===== config.mk =====
export PLATFORM = sky130hd
export DESIGN_NAME = word_framer
export DESIGN_NICKNAME = d
export VERILOG_FILES = /design/src/rtl/word_framer_pkg.sv /design/src/rtl/word_framer_fifo.sv /design/src/rtl/word_framer.sv
export SDC_FILE = /design/constraint.sdc
export NUM_CORES = 1
export LEC_CHECK = 0
export CAP_MARGIN = 5
export CORE_MARGIN = 2
export CORE_UTILIZATION = 60
export DETAILED_ROUTE_END_ITERATION = 10
export PLACE_DENSITY = 0.84
export SLEW_MARGIN = 20
export SYNTH_ARGS = -nofsm -noshare
export SYNTH_HDL_FRONTEND = slang
export SYNTH_SLANG_ARGS = --single-unit

===== constraint.sdc =====
create_clock -name clk -period 4.22 [get_ports clk]
set_input_delay 0.422 -clock clk [delete_from_list [all_inputs] [get_ports clk]]
set_output_delay 0.422 -clock clk [all_outputs]
set_load 0.005 [all_outputs]

===== src/rtl/word_framer_pkg.sv =====
// word_framer_pkg: shared types and helpers for the word framer.
//   state_t         - framer FSM states (COLLECT, CAPTURE)
//   bytes_per_word  - number of shifted-in bytes that make one assembled word
package word_framer_pkg;

  typedef enum logic {
    COLLECT = 1'b0,
    CAPTURE = 1'b1
  } state_t;

  function automatic int unsigned bytes_per_word(input int unsigned din_width,
                                                 input int unsigned dout_width);
    return dout_width / din_width;
  endfunction

endpackage


===== src/rtl/word_framer_fifo.sv =====
// word_framer_fifo: synchronous first-word-fall-through FIFO, DEPTH x WIDTH.
// The head word sits in an output register that is refilled from the storage
// array, so a push into an empty FIFO shows up on the head one cycle after the
// write (no bypass). Occupancy counts the array plus the head register.
// Ports:
//   clk, rst     - clock, async active-high reset
//   clr          - synchronous clear (pointers, occupancy, head)
//   push/wr_data - write request and word; refused when full unless popping
//   pop          - consume head (ignored while empty)
//   rd_data      - head word, held while not popped
//   full, empty  - registered status; empty is low exactly when the head is valid
module word_framer_fifo #(
  parameter int unsigned WIDTH = 24,
  parameter int unsigned DEPTH = 4
) (
  input  logic             clk,
  input  logic             rst,
  input  logic             clr,
  input  logic             push,
  input  logic [WIDTH-1:0] wr_data,
  input  logic             pop,
  output logic [WIDTH-1:0] rd_data,
  output logic             full,
  output logic             empty
);

  localparam int unsigned AW = $clog2(DEPTH);
  localparam int unsigned PW = AW + 1;

  logic [WIDTH-1:0] mem [DEPTH];
  logic [PW-1:0]    wr_ptr;
  logic [PW-1:0]    rd_ptr;
  logic [PW-1:0]    occ;
  logic [PW-1:0]    occ_next_c;
  logic             head_valid;
  logic             do_pop_c;
  logic             do_push_c;
  logic             load_c;

  // A push into a full FIFO is only accepted when the head leaves the same cycle.
  assign do_pop_c   = pop && head_valid;
  assign do_push_c  = push && (!full || do_pop_c);
  // Refill the head from the array; uses pre-write pointers so there is no bypass.
  assign load_c     = (wr_ptr != rd_ptr) && (!head_valid || do_pop_c);
  assign occ_next_c = occ + PW'(do_push_c) - PW'(do_pop_c);
  assign empty      = !head_valid;

  // Storage array, no reset needed.
  always_ff @(posedge clk) begin
    if (do_push_c) begin
      mem[wr_ptr[AW-1:0]] <= wr_data;
    end
  end

  // Pointers wrap modulo DEPTH; the extra MSB separates full from empty.
  always_ff @(posedge clk or posedge rst) begin
    if (rst) begin
      wr_ptr     <= '0;
      rd_ptr     <= '0;
      occ        <= '0;
      full       <= 1'b0;
      head_valid <= 1'b0;
      rd_data    <= '0;
    end else if (clr) begin
      wr_ptr     <= '0;
      rd_ptr     <= '0;
      occ        <= '0;
      full       <= 1'b0;
      head_valid <= 1'b0;
      rd_data    <= '0;
    end else begin
      if (do_push_c) begin
        wr_ptr <= wr_ptr + PW'(1);
      end
      if (load_c) begin
        rd_ptr     <= rd_ptr + PW'(1);
        rd_data    <= mem[rd_ptr[AW-1:0]];
        head_valid <= 1'b1;
      end else if (do_pop_c) begin
        head_valid <= 1'b0;
      end
      occ  <= occ_next_c;
      full <= (occ_next_c == PW'(DEPTH));
    end
  end

endmodule


===== src/rtl/word_framer.sv =====
// word_framer: counts shift strobes of an upstream byte shift register and,
// once a full word has been shifted in, captures the shift-register output
// into an output FIFO with a valid/ready interface.
// Optional feature macro: WORD_FRAMER_TIMEOUT_EN - discard a partial word
// after TIMEOUT idle cycles and flag it on the sticky resync output.
// Ports:
//   clk, rst          - clock, async active-high reset
//   sclr              - sync clear of count, FIFO, state and sticky flags
//   shift             - byte strobe (same pulse that advances the shift register)
//   word_in           - shift-register output, valid the cycle after a shift
//   m_valid/m_data    - FIFO head
//   m_ready           - consumer accept
//   byte_cnt          - bytes received toward the current word
//   overflow          - sticky: a completed word was dropped on a full FIFO
//   resync            - sticky: a partial word was discarded by timeout
module word_framer
  import word_framer_pkg::*;
#(
  parameter int unsigned DIN_WIDTH  = 8,
  parameter int unsigned DOUT_WIDTH = 24,
  parameter int unsigned DEPTH      = 4,
  parameter int unsigned TIMEOUT    = 1024
) (
  input  logic                  clk,
  input  logic                  rst,
  input  logic                  sclr,
  input  logic                  shift,
  input  logic [DOUT_WIDTH-1:0] word_in,
  output logic                  m_valid,
  output logic [DOUT_WIDTH-1:0] m_data,
  input  logic                  m_ready,
  output logic [$clog2(bytes_per_word(DIN_WIDTH, DOUT_WIDTH)):0] byte_cnt,
  output logic                  overflow,
  output logic                  resync
);

  localparam int unsigned N  = bytes_per_word(DIN_WIDTH, DOUT_WIDTH);
  localparam int unsigned CW = $clog2(N) + 1;

  // Elaboration-time parameter sanity check.
  if (((DOUT_WIDTH % DIN_WIDTH) != 0) || (N < 2) || (DEPTH < 2) ||
      ((DEPTH & (DEPTH - 1)) != 0) || (TIMEOUT < 1)) begin : g_param_check
    $error("word_framer: illegal parameter set");
  end

  state_t state;
  logic   push_c;
  logic   pop_c;
  logic   full;
  logic   empty;

  // The shift register output holds the complete word during CAPTURE.
  assign push_c  = (state == CAPTURE) && !sclr;
  assign pop_c   = m_valid && m_ready && !sclr;
  assign m_valid = !empty;

  word_framer_fifo #(
    .WIDTH (DOUT_WIDTH),
    .DEPTH (DEPTH)
  ) u_fifo (
    .clk     (clk),
    .rst     (rst),
    .clr     (sclr),
    .push    (push_c),
    .wr_data (word_in),
    .pop     (pop_c),
    .rd_data (m_data),
    .full    (full),
    .empty   (empty)
  );

`ifdef WORD_FRAMER_TIMEOUT_EN
  localparam int unsigned IW = $clog2(TIMEOUT + 1);

  logic [IW-1:0] idle_cnt;
  logic          idle_hit_c;

  assign idle_hit_c = (state == COLLECT) && !shift && (byte_cnt != '0) &&
                      (idle_cnt == IW'(TIMEOUT - 1));

  // Idle counter runs only while a partial word is pending.
  always_ff @(posedge clk or posedge rst) begin
    if (rst) begin
      idle_cnt <= '0;
      resync   <= 1'b0;
    end else if (sclr) begin
      idle_cnt <= '0;
      resync   <= 1'b0;
    end else if (shift || (byte_cnt == '0)) begin
      idle_cnt <= '0;
    end else if (idle_hit_c) begin
      idle_cnt <= '0;
      resync   <= 1'b1;
    end else begin
      idle_cnt <= idle_cnt + IW'(1);
    end
  end
`else
  assign resync = 1'b0;
`endif

  // Framing FSM, byte counter and sticky overflow.
  always_ff @(posedge clk or posedge rst) begin
    if (rst) begin
      state    <= COLLECT;
      byte_cnt <= '0;
      overflow <= 1'b0;
    end else if (sclr) begin
      state    <= COLLECT;
      byte_cnt <= '0;
      overflow <= 1'b0;
    end else begin
      case (state)
        COLLECT: begin
          if (shift) begin
            if (byte_cnt == CW'(N - 1)) begin
              byte_cnt <= '0;
              state    <= CAPTURE;
            end else begin
              byte_cnt <= byte_cnt + CW'(1);
            end
          end
`ifdef WORD_FRAMER_TIMEOUT_EN
          else if (idle_hit_c) begin
            byte_cnt <= '0;
          end
`endif
        end
        CAPTURE: begin
          // A shift here is the first byte of the next word.
          state <= COLLECT;
          if (shift) begin
            byte_cnt <= CW'(1);
          end
        end
      endcase
      if (push_c && full && !pop_c) begin
        overflow <= 1'b1;
      end
    end
  end

endmodule

==> results of run 1 <==
layout make-up:
cell class	instances	area, um^2
Clock buffer	18	417.9
Clock inverter	14	195.2
Fill cell	510	2295
Inverter	9	33.78
Multi-Input combinational cell	163	1484
Sequential cell	136	3885
Tap cell	111	138.9
Timing Repair Buffer	63	615.6
stage by stage:
stage | std cells | power (mW)
final | 514 | 3.929
after global routing | 514 | 4.090
after floorplan | 325 | 2.186
after global placement | 482 | 2.406
after detailed placement | 482 | 2.436
after CTS | 514 | 3.963
layer usage:
layer  routed length [um]  GRT usage, %
met5                    0             0
met1                 4114         28.54
met4                  388         12.54
met3                  517         5.710
met2                 5453         38.62
power breakdown:
group / leakage (nW) / switching [mW] / internal, mW / total [mW]
registers: 1.41 / 0.0742 / 1.54 / 1.61
clock network: 0.295 / 0.551 / 0.964 / 1.51
logic: 0.896 / 0.355 / 0.448 / 0.803
total: 2.60 / 0.980 / 2.95 / 3.93
layout by cell type, fill, tap and decap left out, drive strengths merged, types with 2 or more instances in the layout:
master / synthesis / final
edfxtp: 96 / 96
clkdlybuf4s50: 0 / 57
nand2: 55 / 55
dfrtp: 40 / 40
mux2i: 26 / 26
mux4: 24 / 24
clkbuf: 4 / 18
inv: 9 / 12
ha: 7 / 7
nor2b: 6 / 6
buf: 13 / 6
and3: 5 / 5
nor2: 5 / 5
clkinv: 0 / 5
a21oi: 4 / 4
bufinv: 0 / 4
xnor2: 4 / 4
o21ai: 2 / 2
nand3: 2 / 2
clkinvlp: 0 / 2
final timing paths:
kind	start	endpoint	slack, ns	depth (start not counted)
worst max-delay path	sclr	u_fifo.full$_DFF_PP0_	1.71	9
worst min-delay path	rst	u_fifo.rd_data[13]$_DFFE_PP0P_	0.42	2
worst max register to register	state$_DFF_PP0_	u_fifo.full$_DFF_PP0_	2.05	7
worst min register to register	overflow$_DFFE_PP0P_	overflow$_DFFE_PP0P_	0.49	1
max in group asynchronous	rst	u_fifo.rd_ptr[0]$_DFFE_PP0P_	3.18	2
min in group clk	overflow$_DFFE_PP0P_	overflow$_DFFE_PP0P_	0.49	1
logic make-up (layout without fill, tap and decap cells):
group                    after synthesis  in the layout  share of synthesized area [%]
AO/OA/AOI/OAI                         18             18                          2.403
XOR/XNOR                               5              5                          1.065
adder cells (fa/ha/maj)                8              8                          1.949
buffers and inverters                 26            104                          2.788
flip-flops                           136            136                          70.35
multiplexers                          51             51                          14.98
other                                  1              1                        0.06793
AND/OR/NAND/NOR                       80             80                          6.392
registers in the layout, indices dropped and copies added, names as in the netlist:
register,flops
state,1
u_fifo.occ,3
overflow,1
u_fifo.full,1
u_fifo.rd_data,24
u_fifo.head_valid,1
u_fifo.wr_ptr,3
u_fifo.rd_ptr,3
byte_cnt,3
u_fifo.mem,96
==> impl_metrics.toml, run 1 <==
[synth]
synth_async_sr_flop_share_pct = 29.41
synthesis.instances = 325
dominantRegCellSynth = "edfxtp_1"
yosys_warnings = 0
average_cell_area_after_synthesis_um2 = 16.99
cell_variety_after_synth = 46
synthesis.area_um2 = 5520
ys_seq_area_share_pct = 70.35
synth.top_cells.by_count = "edfxtp_1 (96), nand2_1 (55), dfrtp_1 (40), mux2i_1 (26), mux4_2 (20)"
synth-edff-count = 96
synth.top_cell.area_share_pct = 52.22
yosys-top-cells-area = "edfxtp_1 (52%), dfrtp_1 (18%), mux4_2 (8.2%), mux2i_1 (4.7%), nand2_1 (3.7%)"
synth_area_leader_cell = "edfxtp_1"
ys_seq_elements = 136
synth_most_common_cell = "edfxtp_1"
syn-num-nets = 362

[finish]
fin_area_um2 = 6770
fin_util_pct = 74.69
drive_gt1_share_pct = 15.88
syn_to_layout_area_delta_pct = 22.64
insertedDiodeCount = 0
design.final.nets = 427

[sta]
rsz0062_at_grt = "no"
fmaxAchievable_mhz = 398.4
timing.setup.tns_ns = 0
drv_slew = 0
relSlewSlack_pct = 36.75
count_of_endpoints_failing_setup_in_the_final_report = 0
final.period_utilization_pct = 59.49
worstMarginPinSlew_ns = 0.9488
hold_slack_ns = 0.4177
final.setup_skew_ns = 0.01014
min_period_ns = 2.510
timing_hold_violations_final = 0
layout_setup_ws_ns = 1.710

[clock_tree]
clock_sink_count = 136
worst_skew_pair.late_latency_ns = 0.52
cts_root_buf = "clkbuf_8"
htree_levels = 4
cts-hold-fix-buffers = 0
post-cts-setup-buffer-count = 0
cts_max_path_buffers = 2
clock_tree_from_tritoncts = "done"
tritoncts.num_buffers = 17
cts_repair_resize_count = 0
clkTransAtPathRegs_ns = 0.06

[place]
post-dp-hpwl_mm = 5.679
weighted_congestion_at_the_end_of_routability_driven_global_placement = 0.8205
placement.io_buffers = 57
post-place-ws_ns = 1.121
detailed_place.area_um2 = 6157

[setup_path]
worstSetupStartpointType = "input port"
crit_path_end_kind = "flop"
cp_slowest_cell = "clkdlybuf4s50_1"
criticalPathCategory = "in -> reg"
critPathMaxStageDelay_ns = 0.90
critical_path_cell_by_cell = "clkdlybuf4s50_1 > and3b_1 > ha_1 > inv_1 > ha_1 > inv_1 > fa_1 > xnor2_1 > nor4b_1"
cp_num_buf_inv = 3
arrival_time_at_the_worst_endpoint_ns = 2.92
cp_data_required_time_ns = 4.63
crit_fanout = 19
critical-path-top-delay-family = "buffers and inverters"

[route]
drt_iter0_markers = 171
viasPerCell = 5.951
drt_pass1_iterations = 5
antenna_violating_nets_post_route = 0
route.vias.total = 3059
post_drt_wl_per_cell_um = 20.38
detail_route.wirelength_mm = 10.47
drt_drc_violations_left = 0

[worst_hold_path]
kind_of_path_behind_the_tightest_hold_check = "in -> async"

[grt]
antenna_found_initial = 0
grt_max_degree = 54
wire_length_of_the_first_global_routing_pass_mm = 17.04
grt_pass1_vias = 3296
congestion_overflow_gr = 0
gr-usage-all-layers_pct = 23.28

[status]
run_status = "finished, final reports clean"

[power_and_ir_drop]
static-leakage-power_nw = 2.601
worst_ir_drop_vdd_uv = 319.3
power-per-cell-area_nw_per_um2 = 580.3

[die]
initial_core_util_pct = 60.90
coreArea_um2 = 9065
floorplan.die.width_um = 99.92
row_count = 35
floorplan.die_area_um2 = 9984
pin_count = 59
die_boundary_height_um = 99.92

[job]
maxCapViolations = 0
Power figures use the tool's default switching activity.
==> run 2: changes to the inputs <==
--- a/config.mk
+++ b/config.mk
@@ -7,9 +7,9 @@
 export LEC_CHECK = 0
 export CAP_MARGIN = 5
 export CORE_MARGIN = 2
-export CORE_UTILIZATION = 60
+export CORE_UTILIZATION = 56
 export DETAILED_ROUTE_END_ITERATION = 10
-export PLACE_DENSITY = 0.84
+export PLACE_DENSITY = 0.79
 export SLEW_MARGIN = 20
 export SYNTH_ARGS = -nofsm -noshare
 export SYNTH_HDL_FRONTEND = slang
==> constraint.sdc (replaced) <==
create_clock -name clk -period 2.5 [get_ports clk]
set_input_delay 0.25 -clock clk [delete_from_list [all_inputs] [get_ports clk]]
set_output_delay 0.25 -clock clk [all_outputs]
set_load 0.005 [all_outputs]
==> run 2 against run 1 <==
Setup slack got worse by 1.3 ns; first-iteration DRC count decreased by 32%; combinational power increased by 66%; sequential power increased by 71%; flip-flop and latch count did not move; total power rose by 64%; clock power is 56% higher; final cell count up 5.6%; wire length down 6.8%; worst hold slack worse by 0.23 ns; sequential share of layout area fell by 0.77 points; largest cell class unchanged.
==> impl_metrics.toml, run 2 (same netlist as run 1, synthesis figures left out) <==
[power_and_ir_drop]
power_total_mw = 6.436
power-per-cell-area_nw_per_um2 = 937.8
static-leakage-power_nw = 2.632
worst_ir_drop_vdd_uv = 476.1

[clock_tree]
tritoncts.num_buffers = 17
cts_repair_resize_count = 0
cts-hold-fix-buffers = 0
cts_root_buf = "clkbuf_8"
htree_levels = 4
clkTransAtPathRegs_ns = 0.06
clock_sink_count = 136
worst_skew_pair.late_latency_ns = 0.51
clock_tree_from_tritoncts = "done"
post-cts-setup-buffer-count = 0
cts_max_path_buffers = 2

[grt]
grt_pass1_vias = 3008
antenna_found_initial = 0
congestion_overflow_gr = 0
wire_length_of_the_first_global_routing_pass_mm = 15.29
grt_max_degree = 41
gr-usage-all-layers_pct = 20.18

[sta]
worstMarginPinSlew_ns = 0.5493
relSlewSlack_pct = 63.38
timing_hold_violations_final = 0
count_of_endpoints_failing_setup_in_the_final_report = 0
final.period_utilization_pct = 82.55
min_period_ns = 2.064
rsz0062_at_grt = "no"
timing.setup.tns_ns = 0
drv_slew = 0
final.setup_skew_ns = 0.01034
fmaxAchievable_mhz = 484.5

[finish]
design.final.nets = 434
syn_to_layout_area_delta_pct = 24.32
insertedDiodeCount = 0
fin_area_um2 = 6863
drive_gt1_share_pct = 16.59
most-common-layout-cells = "edfxtp_1 (96), clkdlybuf4s50_1 (57), nand2_1 (55)"
post_layout_nonfiller_instances = 543
final_common_cell = "edfxtp_1"
largest_register_ff_count = 96

[worst_hold_path]
kind_of_path_behind_the_tightest_hold_check = "in -> async"

[job]
maxCapViolations = 0

[die]
floorplan.die_area_um2 = 10670
initial_core_util_pct = 57.00
die_boundary_height_um = 103.3
coreArea_um2 = 9684
pin_count = 59
floorplan.die.width_um = 103.3
row_count = 36

[route]
detail_route.wirelength_mm = 9.762
antenna_violating_nets_post_route = 0
viasPerCell = 5.448
drt_drc_violations_left = 0
drt_iter0_markers = 117
post_drt_wl_per_cell_um = 17.98
route.vias.total = 2958
drt_pass1_iterations = 4

[setup_path]
crit_fanout = 8
arrival_time_at_the_worst_endpoint_ns = 2.47
crit_path_end_kind = "flop"
criticalPathCategory = "reg -> reg"
critPathMaxStageDelay_ns = 0.45
cp_slowest_cell = "dfrtp_1"
critical_path_cell_by_cell = "and3b_1 > ha_1 > inv_1 > ha_1 > inv_1 > fa_1 > xnor2_1 > nor4b_1"
rr_startpoint = "u_fifo.head_valid$_DFFE_PP0P_"
worstSetupStartpointType = "flop"
cp_data_required_time_ns = 2.91
setup.worst_path.start = "u_fifo.head_valid$_DFFE_PP0P_"
cp_num_buf_inv = 2
critical-path-top-delay-family = "adder cells"

[status]
run_status = "finished, final reports clean"

[place]
weighted_congestion_at_the_end_of_routability_driven_global_placement = 0.7861
detailed_place.area_um2 = 6287
placement.io_buffers = 57
post-place-cells = 511
post-dp-hpwl_mm = 5.994
run 2: worst paths after layout:
kind	end	slack, ns	depth (start not counted)
worst min-delay path	u_fifo.rd_data[19]$_DFFE_PP0P_	0.19	3
worst min register to register	overflow$_DFFE_PP0P_	0.50	1
worst max-delay path	u_fifo.full$_DFF_PP0_	0.44	8
max in group asynchronous	u_fifo.rd_ptr[0]$_DFFE_PP0P_	1.91	3
min in group clk	u_fifo.mem[3][8]$_DFFE_PP_	0.38	1
worst max register to register	u_fifo.full$_DFF_PP0_	0.44	8
run 2: worst min-delay path, cell delays in order:
cell,delay [ns]
clkdlybuf4s50_1,0.40
clkinv_1,0.05
buf_4,0.44
run 2: layout make-up:
class                      count  area [um^2]
sequential                   136         3885
clock buffer                  24        480.5
fill                         617         2821
multi-input combinational    163         1484
clock inverter                 8        95.09
timing repair buffer          70        718.2
tap                          133        166.4
inverter                       9        33.78
run 2: metal layers:
| layer | vias to the layer above | wire, um | share of wire, % | global-route usage [%] |
|---|---|---|---|---|
| met5 | - | 0 | 0 | 0 |
| met4 | 0 | 149 | 1.5 | 9.514 |
| met3 | 11 | 422 | 4.3 | 5.108 |
| met2 | 85 | 4976 | 51 | 33.22 |
| met1 | 1491 | 4214 | 43 | 25.39 |
| li1 | 1371 | - | - | - |
run 2: where the power goes:
group          internal (mW)  switching (mW)
clock                   1.52           0.835
sequential              2.59           0.165
combinational          0.787           0.538
total                   4.90            1.54
run 2: through the flow:
| stage | util (%) | hold WS, ns | worst slack, ns |
|---|---|---|---|
| after floorplan | - | 0.3489 | 0.5620 |
| after global placement | 64.92 | 0.4793 | 0.2235 |
| after detailed placement | 64.92 | 0.4827 | 0.1171 |
| after CTS | 70.87 | 0.1827 | 0.3945 |
| after global routing | 70.87 | 0.2273 | 0.3168 |
| final | 70.87 | 0.1868 | 0.4361 |
==> run 3: changes to the inputs <==
==> constraint.sdc (replaced) <==
create_clock -name clk -period 2.1 [get_ports clk]
set_input_delay 0.21 -clock clk [delete_from_list [all_inputs] [get_ports clk]]
set_output_delay 0.21 -clock clk [all_outputs]
set_load 0.005 [all_outputs]
==> run 3 against run 2 <==
Register-to-register slack got worse by 0.27 ns; via count increased by 1.2%; utilization grew 0.74 points; setup slack got worse by 0.27 ns; sequential power rose by 17%; global-route usage up 0.95 points; first-iteration DRC count increased by 33%; count of clock-buffer cells in the layout down 7; worst hold slack lost 0.16 ns; maximum frequency rose by 6.7%.
==> impl_metrics.toml, run 3 (same netlist as run 1, synthesis figures left out) <==
[status]
run_status = "finished, final reports clean"

[setup_path]
critPathMaxStageDelay_ns = 0.38
worstSetupStartpointType = "flop"
critical-path-top-delay-family = "adder cells"
crit_path_end_kind = "flop"
cp_data_required_time_ns = 2.53
arrival_time_at_the_worst_endpoint_ns = 2.36
critical_path_cell_by_cell = "and3b_1 > ha_1 > inv_1 > ha_1 > inv_1 > fa_1 > xnor2_1 > nor4b_2"
timing.reg2reg.setup_slack_ns = 0.17
crit_fanout = 2
cp_num_buf_inv = 2
cp_slowest_cell = "dfrtp_1"
criticalPathCategory = "reg -> reg"

[grt]
antenna_found_initial = 0
grt_pass1_vias = 3107
grt_max_degree = 52
congestion_overflow_gr = 0
gr-usage-all-layers_pct = 21.13
wire_length_of_the_first_global_routing_pass_mm = 15.78

[place]
post-dp-hpwl_mm = 6.073
post-place-ws_ns = -0.2075
placement.io_buffers = 57
weighted_congestion_at_the_end_of_routability_driven_global_placement = 0.7952

[clock_tree]
cts_max_path_buffers = 2
clkTransAtPathRegs_ns = 0.06
post-cts-setup-buffer-count = 0
clock_tree_from_tritoncts = "done"
worst_skew_pair.late_latency_ns = 0.53
cts-hold-fix-buffers = 0
clock_sink_count = 136
htree_levels = 4
cts_root_buf = "clkbuf_8"
cts_repair_resize_count = 0
tritoncts.num_buffers = 17

[die]
pin_count = 59
floorplan.die_area_um2 = 10670
initial_core_util_pct = 57.00
die_boundary_height_um = 103.3
floorplan.die.width_um = 103.3
coreArea_um2 = 9684
row_count = 36

[finish]
largest_register_ff_count = 96
drive_gt1_share_pct = 18.23
design.final.nets = 441
final_common_cell = "edfxtp_1"
num-fill-cells = 609
syn_to_layout_area_delta_pct = 25.61
most-common-layout-cells = "edfxtp_1 (96), clkdlybuf4s50_1 (57), nand2_1 (55)"
insertedDiodeCount = 0

[route]
drt_drc_violations_left = 0
detail_route.wirelength_mm = 10.13
route.vias.total = 2993
drt_pass1_iterations = 4
post_drt_wl_per_cell_um = 18.43
antenna_violating_nets_post_route = 0
viasPerCell = 5.442
drt_iter0_markers = 156

[sta]
layout_setup_ws_ns = 0.1662
count_of_endpoints_failing_setup_in_the_final_report = 0
final.setup_skew_ns = 0.007451
fmaxAchievable_mhz = 517.1
min_period_ns = 1.934
rsz0062_at_grt = "no"
final.period_utilization_pct = 92.09
drv_slew = 0
hold_slack_ns = 0.02509
timing_hold_violations_final = 0

[power_and_ir_drop]
worst_ir_drop_vdd_uv = 859.6
power-per-cell-area_nw_per_um2 = 1116
static-leakage-power_nw = 2.660

[job]
maxCapViolations = 0

[worst_hold_path]
kind_of_path_behind_the_tightest_hold_check = "in -> async"
==> run 3: cell types whose count changed in the layout (fill, tap and decap cells not counted) <==
cell	previous run	this run
nor4b_2	0	1
nor4b_1	1	0
clkbuf_8	5	1
buf_12	4	7
clkbuf_1	3	0
clkinvlp_4	1	5
clkinv_1	2	5
buf_4	9	13
==> run 3: metal layers <==
metal	share of wire [%]	global-route usage, %	wire length [um]
met1	42	25.69	4224
met2	53	35.16	5365
met3	3.1	5.780	317
met4	2.2	10.43	227
met5	0	0	0
==> run 3: where the power goes <==
group | total, mW | internal, mW | switching [mW] | leakage [nW]
Combinational | 1.79 | 1.05 | 0.741 | 0.995
Clock | 2.72 | 1.66 | 1.06 | 0.255
Sequential | 3.22 | 3.09 | 0.136 | 1.41
Total | 7.74 | 5.80 | 1.94 | 2.66
==> run 3: stage by stage <==
stage	TNS, ns	instances	total power [mW]	utilization (%)	instance area [um^2]
6_report	0	550	7.741	71.60	6934
5_1_grt	0	550	8.066	71.60	6934
4_1_cts	0	550	7.812	71.54	6928
3_5_place_dp	-0.2567	518	5.069	65.85	6377
3_3_place_gp	-0.1221	518	5.026	65.85	6377
2_1_floorplan	0	325	4.393	-	5520
==> run 3: path summary, 6_finish.rpt <==
kind                                                from                             end  cells after the start
setup / recovery           u_fifo.head_valid$_DFFE_PP0P_           u_fifo.full$_DFF_PP0_                      8
hold / removal                                       rst  u_fifo.rd_data[16]$_DFFE_PP0P_                      3
setup reg to reg           u_fifo.head_valid$_DFFE_PP0P_           u_fifo.full$_DFF_PP0_                      8
hold reg to reg                     overflow$_DFFE_PP0P_            overflow$_DFFE_PP0P_                      1
max in group asynchronous                            rst    u_fifo.rd_ptr[0]$_DFFE_PP0P_                      3
min in group clk                             word_in[12]     u_fifo.mem[0][12]$_DFFE_PP_                      1
==> run 3: worst register-to-register path: stages (launching register included) <==
cell and delay (ns):
dfrtp_1 0.38, and3b_1 0.20, ha_1 0.27, inv_1 0.06
ha_1 0.13, inv_1 0.05, fa_1 0.37, xnor2_1 0.16
nor4b_2 0.22
==> run 3: final cells by class <==
class | instances | area (um^2) | share of cell area (%)
clock inverters | 15 | 136.4 | 1.967
flip-flops and latches | 136 | 3885 | 56.03
clock buffers | 17 | 414.1 | 5.973
repair buffers | 77 | 808.3 | 11.66
inverters | 9 | 33.78 | 0.4872
well taps | 133 | 166.4 | 2.400
multi-input cells | 163 | 1490 | 21.49
